[src/rtl/sync_fifo_flex.sv]
// Single-clock parametrised FIFO with programmable almost-full/empty levels,
// occupancy count, standard or first-word-fall-through read, flush and sticky errors.
module sync_fifo_flex #(
    parameter int unsigned DATA_WIDTH = 32,
    parameter int unsigned DEPTH      = 4,
    parameter int unsigned AF_LEVEL   = 3,
    parameter int unsigned AE_LEVEL   = 1,
    parameter int unsigned FWFT       = 0,
    localparam int unsigned AW        = $clog2(DEPTH),
    localparam int unsigned CW        = $clog2(DEPTH) + 1
) (
    input  logic                  clk,
    input  logic                  rst_n,
    input  logic                  flush,
    input  logic                  w_push,
    input  logic [DATA_WIDTH-1:0] w_data,
    output logic                  w_full,
    output logic                  w_almost_full,
    input  logic                  r_pop,
    output logic [DATA_WIDTH-1:0] r_data,
    output logic                  r_empty,
    output logic                  r_almost_empty,
    output logic [CW-1:0]         count,
    input  logic                  clr_err,
    output logic                  overflow,
    output logic                  underflow
);

    logic [DATA_WIDTH-1:0] mem_q [DEPTH];
    logic [AW-1:0]         wr_ptr_q, wr_ptr_d;
    logic [AW-1:0]         rd_ptr_q, rd_ptr_d;
    logic [CW-1:0]         count_q, count_d;
    logic                  ovf_q, ovf_d;
    logic                  udf_q, udf_d;
    logic                  full_c, empty_c;
    logic                  wr_en_c, rd_en_c;

    // All flags come from the registered occupancy only.
    assign full_c  = (count_q == CW'(DEPTH));
    assign empty_c = (count_q == CW'(0));
    assign wr_en_c = w_push & ~full_c;
    assign rd_en_c = r_pop & ~empty_c;

    assign w_full         = full_c;
    assign r_empty        = empty_c;
    assign w_almost_full  = (count_q >= CW'(AF_LEVEL));
    assign r_almost_empty = (count_q <= CW'(AE_LEVEL));
    assign count          = count_q;
    assign overflow       = ovf_q;
    assign underflow      = udf_q;

    // Next-state for pointers, occupancy and sticky error flags.
    always_comb begin
        wr_ptr_d = wr_ptr_q;
        rd_ptr_d = rd_ptr_q;
        count_d  = count_q;
        ovf_d    = ovf_q;
        udf_d    = udf_q;

        if (flush) begin
            wr_ptr_d = '0;
            rd_ptr_d = '0;
            count_d  = '0;
        end else begin
            if (wr_en_c) wr_ptr_d = wr_ptr_q + AW'(1);
            if (rd_en_c) rd_ptr_d = rd_ptr_q + AW'(1);
            case ({wr_en_c, rd_en_c})
                2'b10:   count_d = count_q + CW'(1);
                2'b01:   count_d = count_q - CW'(1);
                default: count_d = count_q;
            endcase
        end

        // A new error event in the same cycle beats the clear.
        if (clr_err)          ovf_d = 1'b0;
        if (w_push && full_c) ovf_d = 1'b1;
        if (clr_err)          udf_d = 1'b0;
        if (r_pop && empty_c) udf_d = 1'b1;
    end

    always_ff @(posedge clk) begin
        if (!rst_n) begin
            wr_ptr_q <= '0;
            rd_ptr_q <= '0;
            count_q  <= '0;
            ovf_q    <= 1'b0;
            udf_q    <= 1'b0;
        end else begin
            wr_ptr_q <= wr_ptr_d;
            rd_ptr_q <= rd_ptr_d;
            count_q  <= count_d;
            ovf_q    <= ovf_d;
            udf_q    <= udf_d;
        end
    end

    // Storage array is intentionally not reset.
    always_ff @(posedge clk) begin
        if (wr_en_c && !flush) mem_q[wr_ptr_q] <= w_data;
    end

    generate
        if (FWFT == 0) begin : g_std
            logic [DATA_WIDTH-1:0] rdata_q;

            // Registered read: data appears the cycle after an accepted pop, else holds.
            always_ff @(posedge clk) begin
                if (!rst_n) begin
                    rdata_q <= '0;
                end else if (rd_en_c && !flush) begin
                    rdata_q <= mem_q[rd_ptr_q];
                end
            end
            assign r_data = rdata_q;
        end else begin : g_fwft
            assign r_data = empty_c ? '0 : mem_q[rd_ptr_q];
        end
    endgenerate

endmodule

[config.mk]
export PLATFORM = sky130hd
export DESIGN_NAME = sync_fifo_flex
export DESIGN_NICKNAME = d
export VERILOG_FILES = /design/src/rtl/sync_fifo_flex.sv
export SDC_FILE = /design/constraint.sdc
export NUM_CORES = 1
export LEC_CHECK = 0
export ABC_AREA = 1
export BUFFER_PORTS_ARGS = -buffer_cell sky130_fd_sc_hd__clkbuf_2
export CAP_MARGIN = 20
export CORE_MARGIN = 2
export CORE_UTILIZATION = 63
export CTS_CLUSTER_DIAMETER = 120
export DETAILED_ROUTE_END_ITERATION = 8
export PLACE_DENSITY_LB_ADDON = 0.3
export SETUP_SLACK_MARGIN = 0.02
export SLEW_MARGIN = 30
export SYNTH_ARGS = -nofsm -noshare
export SYNTH_HDL_FRONTEND = slang
export SYNTH_SLANG_ARGS = --single-unit
export TNS_END_PERCENT = 20
[constraint.sdc]
create_clock -name clk -period 4.58 [get_ports clk]
set_input_delay 0 -clock clk [delete_from_list [all_inputs] [get_ports clk]]
set_output_delay 0 -clock clk [all_outputs]
set_load 0.005 [all_outputs]
==> results of run 1 <==
[cell type report]
class	count	area [sq um]	area share [%]
flip-flops and latches	169	4670	53.5
multi-input cells	407	1770	20.3
repair buffers	123	888	10.2
inverters	181	682	7.82
clock buffers	18	429	4.92
well taps	143	179	2.05
clock inverters	14	104	1.19
[through the flow]
| stage | instances | hold slack [ns] | util (%) | area [sq um] |
|---|---|---|---|---|
| global route | 1055 | 0.101 | 77.0 | 8720 |
| floorplan | 788 | 0.0989 | - | 7250 |
| CTS | 1053 | 0.0825 | 76.5 | 8660 |
| finish | 1055 | 0.0852 | 77.0 | 8720 |
| global placement | 982 | 0.217 | 68.1 | 7710 |
| detailed placement | 984 | 0.230 | 68.5 | 7760 |
[state kept, by name (all words and copies together), names as in the netlist]
register	count
mem_q	128
r_data	32
count	3
rd_ptr_q	2
wr_ptr_q	2
overflow	1
underflow	1
[layer usage]
layer	global-route usage (%)	vias to the layer above	routed length, microns
met4	13.3	0	424
met1	28.8	2434	5610
li1	-	2618	-
met2	42.7	200	7800
met5	0	-	0
met3	5.52	36	918
[Yosys cell counts]
| library cell | count | share of area, % |
|---|---|---|
| nor2_1 | 75 | 3.9 |
| nand3_4 | 1 | 0.24 |
| edfxtp_1 | 128 | 53 |
| nand2_2 | 1 | 0.086 |
| nand3_1 | 67 | 4.6 |
| buf_2 | 18 | 1.2 |
| nand2_1 | 236 | 12 |
| buf_4 | 1 | 0.10 |
| buf_6 | 3 | 0.47 |
| xor2_1 | 1 | 0.12 |
| inv_2 | 2 | 0.10 |
| dfxtp_1 | 41 | 11 |
| a21oi_1 | 9 | 0.62 |
| ha_1 | 10 | 1.7 |
| o21ai_0 | 7 | 0.48 |
| inv_1 | 179 | 9.3 |
| clkbuf_1 | 9 | 0.47 |
[tightest hold or removal path, cell delays in order]
cell	delay (ns)
clkbuf_2	0.08
buf_4	0.24
nand2_1	0.11
nor2_1	0.03
[kinds of logic after synthesis]
kind of cell    after synthesis
buf+inv                     212
compound gates               16
flops                       169
fa+ha+maj                    10
xor+xnor                      1
simple gates                380
[how the worst min path moves through the flow]
stage,cells past startpoint,to
after global routing,4,r_data[27]
after detailed placement,1,mem_q[2][27]
after global placement,1,mem_q[3][10]
final,4,r_data[26]
after floorplan,0,mem_q[0][0]
after CTS,4,r_data[26]
[power by group through the flow]
stage,clock network [mW],registers [mW],logic [mW]
after global placement,0,1.75,0.244
after global routing,1.36,1.72,0.329
final,1.28,1.72,0.290
after detailed placement,0,1.75,0.256
after floorplan,0,1.75,0.159
after CTS,1.29,1.72,0.283
[what timing repair did]
action,in CTS,in global routing
setup buffers,0,0
hold buffers,37,0
hold endpoints to repair,136,0
setup endpoints to repair,0,0
==> results by group, run 1 <==
CTS
  – Post-CTS resize count: 0
  – CTS tree: done
  – CTS Root Cell: clkbuf_16
  – Clock buffer depth: 2
  – H-tree Lvls: 4
  – Worst-path clk slew: 0.06 ns
  – CTS Sinks: 169
  – CTS buffer count: 17
  – Worst-Skew Late Latency: 0.43 ns

Global route
  – All-Layer GR Usage: 24.7%
  – Initial antenna violation count: 0
  – Number of global-route vias before repair: 5222
  – Pin count of the biggest net entering global routing: 68
  – First-pass GRT wire length: 23.8 mm
  – Grt ovf: 0

Setup path
  – RR Endpoint: mem_q[2][30]
  – Worst Setup EP: mem_q[2][30]
  – Crit path buf inv count: 2
  – Reg-to-reg slack, setup: 2.20 ns
  – Critical path peak fanout: 19
  – Critical Path AT: 2.51 ns
  – Crit path largest cell delay: 0.64 ns
  – Critical Path Stages: 6
  – Critical-path top delay cell: nor2_4
  – CP Class: reg -> reg
  – Delay-heaviest family, CP: simple AND/OR/NAND/NOR gates
  – FF-to-FF path depth: 6
  – Critical path launch point: count[0]
  – CP Capture Type: flop
  – R2R Path Start: count[0]
  – Critical path cell sequence: inv_1 -> ha_1 -> nand2_1 -> nand3_1 -> nor2_4 -> buf_8
  – CP required: 4.71 ns
  – Critical Path Start Type: flop

Cells and area
  – Layout cells sized above 1: 13.7%
  – Filler Cells Inserted: 705
  – Layout Nets: 947
  – Commonest non-fill, non-tap cells in the layout: nand2_1 (236), inv_1 (179), edfxtp_1 (128)
  – Most common cell after layout, fill and taps aside: nand2_1
  – Layout area overhead: 20.3%
  – ANT cells: 0

Outcome
  – Status: completed

Synthesis
  – Cell variety after synth: 17
  – Synthesized area: 7250 sq um
  – Adder-cell share of the synthesized area: 1.73%
  – Seq cells post-synth: 169
  – Syn Inst Count: 788
  – Net Count, Synth: 836
  – Simple-gate share of the synthesized area: 21.1%
  – XOR/XNOR share of the synthesized area: 0.121%
  – Post-synthesis compound-gate area fraction: 1.10%
  – Proportion of synthesized area in mux cells: 0%
  – Ys Warns: 0
  – Mean Syn Cell Area: 9.20 sq um
  – Sequential area share after synthesis: 64.3%
  – Main combinational cell family by area after synthesis: simple AND/OR/NAND/NOR gates

Drt
  – First DRT Iteration DRCs: 440
  – Vias: 5288
  – DRT Pass-1 Iters: 5
  – DRT antenna net count: 0
  – WL per Instance: 14.0 microns
  – # DRC: 0
  – Final WL: 14.8 mm
  – Vias per cell: 5.01

Floorplanning
  – Die Span Y: 111 microns
  – Placeable Area: 11300 sq um
  – Die W: 111 microns
  – Rows: 39
  – Full die area: 12400 sq um
  – Number of I/O pins: 79
  – Initial Utilization: 64.0%

Hold path
  – Tightest Hold Check Type: in -> reg
  – Worst Hold Launch: rst_n

Power
  – Worst VDD drop: 356 uV
  – Power Total: 3.29 mW
  – PwrDens: 377 nW/um^2
  – Pint: 2.51 mW
  – Sw Share: 23.7%
  – Combinational share of power: 8.8%
  – P_sw: 0.780 mW
  – Clock power frac: 38.9%
  – Pleak: 4.14 nW
  – Sequential Power Share: 52.3%

Job
  – Total of max-cap violations: 0

STA
  – Final Hold Fails: 0
  – Achievable Freq: 420 MHz
  – Setup violators final: 0
  – Slew Limit Fails: 0
  – Setup Skew: 0.00673 ns
  – Period utilization: 52.0%
  – Unrepaired setup endpoints after global routing: no
  – Setup ws final: 2.20 ns
  – Worst slew pin tran: 0.742 ns
  – Final TNS setup: 0 ns
  – Max-slew headroom: 50.6%
  – Fin crit period: 2.38 ns

Placement
  – Post-detail-place hpwl: 8.45 mm
  – Pre-CTS setup slack: 2.13 ns
  – Final Wtd Congestion: 0.806
  – IO Port Bufs: 78
Note: power is estimated with default switching activity, not from simulation.
==> inputs of run 2 (changes only) <==
--- a/config.mk
+++ b/config.mk
@@ -9,7 +9,7 @@
 export BUFFER_PORTS_ARGS = -buffer_cell sky130_fd_sc_hd__clkbuf_2
 export CAP_MARGIN = 20
 export CORE_MARGIN = 2
-export CORE_UTILIZATION = 63
+export CORE_UTILIZATION = 53
 export CTS_CLUSTER_DIAMETER = 120
 export DETAILED_ROUTE_END_ITERATION = 8
 export PLACE_DENSITY_LB_ADDON = 0.3
==> constraint.sdc (replaced) <==
create_clock -name clk -period 2.15 [get_ports clk]
set_input_delay 0 -clock clk [delete_from_list [all_inputs] [get_ports clk]]
set_output_delay 0 -clock clk [all_outputs]
set_load 0.005 [all_outputs]
==> results by group, run 2 (synthesis gave the netlist of run 1 again) <==
Power
  – PwrDens: 797 nW/um^2
  – Pint: 5.45 mW
  – Pleak: 4.22 nW
  – Power Total: 7.06 mW
  – P_sw: 1.61 mW
  – Worst VDD drop: 683 uV
  – Sequential Power Share: 51.9%
  – Sw Share: 22.7%
  – Combinational share of power: 8.9%
  – Clock power frac: 39.3%

Global route
  – Initial antenna violation count: 0
  – All-Layer GR Usage: 20.7%
  – Grt ovf: 0
  – Pin count of the biggest net entering global routing: 40
  – Number of global-route vias before repair: 4866
  – First-pass GRT wire length: 23.2 mm

Drt
  – First DRT Iteration DRCs: 363
  – WL per Instance: 13.0 microns
  – Vias per cell: 4.66
  – DRT Pass-1 Iters: 5
  – # DRC: 0
  – Vias: 5132
  – Final WL: 14.3 mm
  – DRT antenna net count: 0

Setup path
  – Delay-heaviest family, CP: buffers and inverters
  – CP required: 2.27 ns
  – Most frequent cell on the critical path: buf_4
  – CP Capture Type: flop
  – Crit path largest cell delay: 0.38 ns
  – Critical path cell sequence: inv_1 -> ha_1 -> nand2_1 -> nand3_1 -> buf_4 -> nor2_4 -> buf_4
  – CP Class: reg -> reg
  – Critical Path AT: 1.94 ns
  – Critical path peak fanout: 14
  – Crit path buf inv count: 3
  – Critical Path Start Type: flop
  – Critical-path top delay cell: dfxtp_1

STA
  – Fin crit period: 1.83 ns
  – Final Hold Fails: 0
  – Achievable Freq: 548 MHz
  – Setup violators final: 0
  – Hold WS: 0.340 ns
  – Period utilization: 84.9%
  – Final TNS setup: 0 ns
  – Max-slew headroom: 58.5%
  – Setup Skew: 0.0144 ns
  – Slew Limit Fails: 0
  – Unrepaired setup endpoints after global routing: no
  – Worst slew pin tran: 0.622 ns

Placement
  – Post-detail-place hpwl: 8.68 mm
  – Area post-placement: 7930 sq um
  – Final Wtd Congestion: 0.776
  – IO Port Bufs: 78

Job
  – Total of max-cap violations: 0

CTS
  – Post-CTS resize count: 0
  – Worst-Skew Late Latency: 0.43 ns
  – Clock buffer depth: 2
  – H-tree Lvls: 4
  – Worst-path clk slew: 0.07 ns
  – Hold-fix buffers, CTS: 39
  – CTS tree: done
  – Setup Fix Bufs, Post-CTS: 0
  – CTS Sinks: 169
  – CTS buffer count: 17
  – CTS Root Cell: clkbuf_16

Cells and area
  – Most common cell after layout, fill and taps aside: nand2_1
  – Layout cells sized above 1: 14.3%
  – Layout area overhead: 22.2%
  – Most flop-heavy register: mem_q
  – Fin area: 8860 sq um
  – Max reg flops: 128
  – Final Util: 66.6%
  – Layout Nets: 960
  – Commonest non-fill, non-tap cells in the layout: nand2_1 (236), inv_1 (179), edfxtp_1 (128)
  – ANT cells: 0

Floorplanning
  – Placeable Area: 13300 sq um
  – Rows: 42
  – Initial Utilization: 54.5%
  – Die W: 121 microns
  – Number of I/O pins: 79
  – Die Span Y: 121 microns
  – Full die area: 14600 sq um

Outcome
  – Status: completed

Hold path
  – Tightest Hold Check Type: in -> reg
==> run 2: cell types whose count changed in the layout (fill, tap and decap cells not counted), moves of 2 or more <==
cell / before / now
buf_12: 0 / 5
clkinv_1: 1 / 4
buf_4: 4 / 14
dlygate4sd3_1: 37 / 39
clkinv_4: 5 / 3
clkinvlp_4: 5 / 2
buf_16: 3 / 0
==> run 2: layout make-up <==
class / count / area, sq um
Sequential cell: 169 / 4670
Fill cell: 1011 / 4440
Multi-Input combinational cell: 407 / 1770
Timing Repair Buffer: 136 / 986
Inverter: 181 / 679
Clock buffer: 19 / 433
Tap cell: 176 / 220
Clock inverter: 13 / 105
==> run 2: metal layers <==
metal | track usage [%] | routed length [microns]
met1 | 26.8 | 6400
met5 | 0 | 0
met3 | 4.98 | 760
met2 | 33.7 | 6860
met4 | 8.14 | 245
==> run 2: worst paths after layout <==
path	start	end	slack, ns	depth (start not counted)
setup / recovery	count[0]	mem_q[3][12]	0.32	7
hold / removal	w_data[25]	mem_q[1][25]	0.34	2
setup reg to reg	count[0]	mem_q[3][12]	0.32	7
hold reg to reg	r_data[11]	r_data[11]	0.51	4
==> run 2: power groups by stage <==
stage / Clock (mW) / Sequential, mW / Combinational [mW]
3_3_place_gp: 0 / 3.73 / 0.559
6_report: 2.77 / 3.66 / 0.626
5_1_grt: 2.94 / 3.67 / 0.713
3_5_place_dp: 0 / 3.73 / 0.568
4_1_cts: 2.82 / 3.66 / 0.629
2_1_floorplan: 0 / 3.73 / 0.341
==> run 2: metrics by stage <==
step / setup slack [ns] / cells
after floorplan: -0.117 / 788
after global placement: 0.389 / 1030
after detailed placement: 0.336 / 1030
after CTS: 0.301 / 1101
after global routing: 0.198 / 1101
final: 0.324 / 1101
==> run 2: worst register-to-register path, stage by stage (launching register included) <==
cell and delay, ns:
dfxtp_1 0.38, inv_1 0.12, ha_1 0.26, nand2_1 0.11
nand3_1 0.09, buf_4 0.19, nor2_4 0.12, buf_4 0.25
==> inputs of run 3 (changes only) <==
--- a/config.mk
+++ b/config.mk
@@ -5,11 +5,11 @@
 export SDC_FILE = /design/constraint.sdc
 export NUM_CORES = 1
 export LEC_CHECK = 0
-export ABC_AREA = 1
+export ABC_AREA = 0
 export BUFFER_PORTS_ARGS = -buffer_cell sky130_fd_sc_hd__clkbuf_2
 export CAP_MARGIN = 20
 export CORE_MARGIN = 2
-export CORE_UTILIZATION = 53
+export CORE_UTILIZATION = 57
 export CTS_CLUSTER_DIAMETER = 120
 export DETAILED_ROUTE_END_ITERATION = 8
 export PLACE_DENSITY_LB_ADDON = 0.3
==> constraint.sdc (replaced) <==
create_clock -name clk -period 1.8 [get_ports clk]
set_input_delay 0 -clock clk [delete_from_list [all_inputs] [get_ports clk]]
set_output_delay 0 -clock clk [all_outputs]
set_load 0.005 [all_outputs]
==> results by group, run 3 <==
Synthesis
  – Syn Inst Count: 311
  – EDFF count, synth: 128
  – Net Count, Synth: 359
  – Main synth FF type: edfxtp_1
  – Mean Syn Cell Area: 20.1 sq um
  – Synth async-reset ratio: 0%
  – Synthesized area: 6260 sq um
  – Sequential area share after synthesis: 74.5%
  – Dominant cells by area after synthesis: edfxtp_1 (61%), dfxtp_1 (13%), mux4_2 (8.3%), a22o_1 (4.6%), mux4_1 (3.8%)
  – Ys Warns: 0
  – Cell variety after synth: 30
  – Top cell type's share of synthesized area: 61.4%
  – Synth area leader: edfxtp_1
  – Commonest cells in the netlist: edfxtp_1 (128), dfxtp_1 (41), a22o_1 (33)
  – Count leader, synth: edfxtp_1
  – Seq cells post-synth: 169

Cells and area
  – Most common cell after layout, fill and taps aside: edfxtp_1
  – ANT cells: 0
  – Layout Nets: 500
  – Most flop-heavy register: mem_q
  – Max reg flops: 128
  – Commonest non-fill, non-tap cells in the layout: edfxtp_1 (128), clkbuf_2 (78), dfxtp_1 (37), dlygate4sd3_1 (37), a22o_1 (33)
  – Layout cells sized above 1: 36.6%
  – Layout area overhead: 28.2%

Power
  – PwrDens: 1030 nW/um^2
  – Worst VDD drop: 1100 uV
  – Pleak: 2.94 nW
  – Power Total: 8.28 mW

STA
  – Max-slew headroom: 69.3%
  – Setup violators final: 0
  – Final TNS setup: 0 ns
  – Fin crit period: 1.69 ns
  – Unrepaired setup endpoints after global routing: no
  – Setup Skew: 0.00696 ns
  – Achievable Freq: 590 MHz
  – Period utilization: 94.1%
  – Slew Limit Fails: 0
  – Worst slew pin tran: 0.461 ns
  – Hold WS: 0.100 ns
  – Final Hold Fails: 0

Drt
  – Vias: 3377
  – First DRT Iteration DRCs: 189
  – Final WL: 12.1 mm
  – DRT Pass-1 Iters: 4
  – DRT antenna net count: 0
  – # DRC: 0
  – Vias per cell: 5.58
  – WL per Instance: 19.9 microns

Setup path
  – CP Capture Type: flop
  – Critical Path AT: 1.93 ns
  – CP Class: reg -> reg
  – CP required: 2.04 ns
  – Critical path peak fanout: 8
  – Critical Path Start Type: flop

Global route
  – Grt ovf: 0
  – All-Layer GR Usage: 21.5%
  – Initial antenna violation count: 0
  – First-pass GRT wire length: 18.3 mm
  – Pin count of the biggest net entering global routing: 35
  – Number of global-route vias before repair: 3459

Outcome
  – Status: completed

CTS
  – CTS Root Cell: clkbuf_8
  – CTS Sinks: 169
  – Clock buffer depth: 2
  – CTS buffer count: 17
  – CTS tree: done
  – H-tree Lvls: 4
  – Worst-Skew Late Latency: 0.52 ns
  – Worst-path clk slew: 0.06 ns

Floorplanning
  – Die Span Y: 109 microns
  – Placeable Area: 10800 sq um
  – Rows: 38
  – Die W: 109 microns
  – Initial Utilization: 58.0%
  – Full die area: 11800 sq um
  – Number of I/O pins: 79

Placement
  – Final Wtd Congestion: 0.752
  – Post-detail-place hpwl: 6.91 mm
  – IO Port Bufs: 78

Job
  – Total of max-cap violations: 0

Hold path
  – Tightest Hold Check Type: in -> reg
run 3: cell types whose count changed after synthesis, sizes merged, moves of 6 or more:
cell	change
nor2	-68
buf	-8
mux4	+32
clkbuf	-7
inv	-172
and2	+6
a22o	+33
nand3	-68
nand2	-233
run 3: what timing repair did:
item	4_1_cts	5_1_grt
hold endpoints to repair	133	0
hold buffers	37	0
buffers inserted	0	1
pin swaps	0	3
gates resized for setup	1	4
endpoints found under the setup margin	104	138
gates cloned	0	1
run 3: critical path, cell delays in order, from the launching register on:
cell and delay, ns:
dfxtp_2 0.34, inv_1 0.06, ha_2 0.18, a21boi_2 0.17
inv_2 0.09, nor2_4 0.16, and2_4 0.23, clkbuf_16 0.18
run 3: final cells by class:
cell class | count | area, sq um
sequential | 169 | 4670
timing repair buffer | 138 | 1110
clock inverter | 9 | 97.6
inverter | 9 | 33.8
multi-input combinational | 117 | 1460
tap | 140 | 175
fill | 614 | 2770
clock buffer | 23 | 477
run 3: logic make-up (layout without fill, tap and decap cells):
logic type               Yosys count  count (layout)  share of synthesized area [%]
flip-flops                       169             169                           74.5
multiplexers                      32              32                           12.1
adder cells (fa/ha/maj)           10              10                           2.00
XOR/XNOR                           2               2                          0.280
AND/OR/NAND/NOR                   25              25                           2.18
AO/OA/AOI/OAI                     48              48                           6.22
buffers and inverters             25             179                           2.72
run 3: worst paths after layout:
check / startpoint / end / slack, ns / cells after the start
worst min register to register: r_data[4] / r_data[4] / 0.48 / 1
worst max-delay path: count[1] / mem_q[0][9] / 0.11 / 7
worst min-delay path: flush / rd_ptr_q[1] / 0.10 / 3
worst max register to register: count[1] / mem_q[0][9] / 0.11 / 7
run 3: per-stage QoR:
stage | cell area (sq um) | util, % | instances | setup WS [ns]
after floorplan | 6270 | - | 311 | 0.0525
after global placement | 7030 | 65.2 | 534 | 0.0809
after detailed placement | 7030 | 65.2 | 534 | 0.00284
after CTS | 7980 | 74.0 | 603 | 0.0106
after global routing | 8020 | 74.3 | 605 | 0.0294
final | 8020 | 74.3 | 605 | 0.106
run 3: power breakdown:
group	internal, mW	leakage [nW]	switching [mW]	total [mW]
Combinational	0.260	1.16	0.236	0.496
Sequential	4.27	1.50	0.0324	4.31
Clock	2.11	0.289	1.37	3.48
run 3: metal layers:
metal / global-route usage, % / routed length, microns / up-vias
met2: 34.2 / 6110 / 123
met1: 28.7 / 5050 / 1696
met3: 5.56 / 718 / 16
met5: 0 / 0 / -
li1: - / - / 1542
met4: 8.88 / 184 / 0
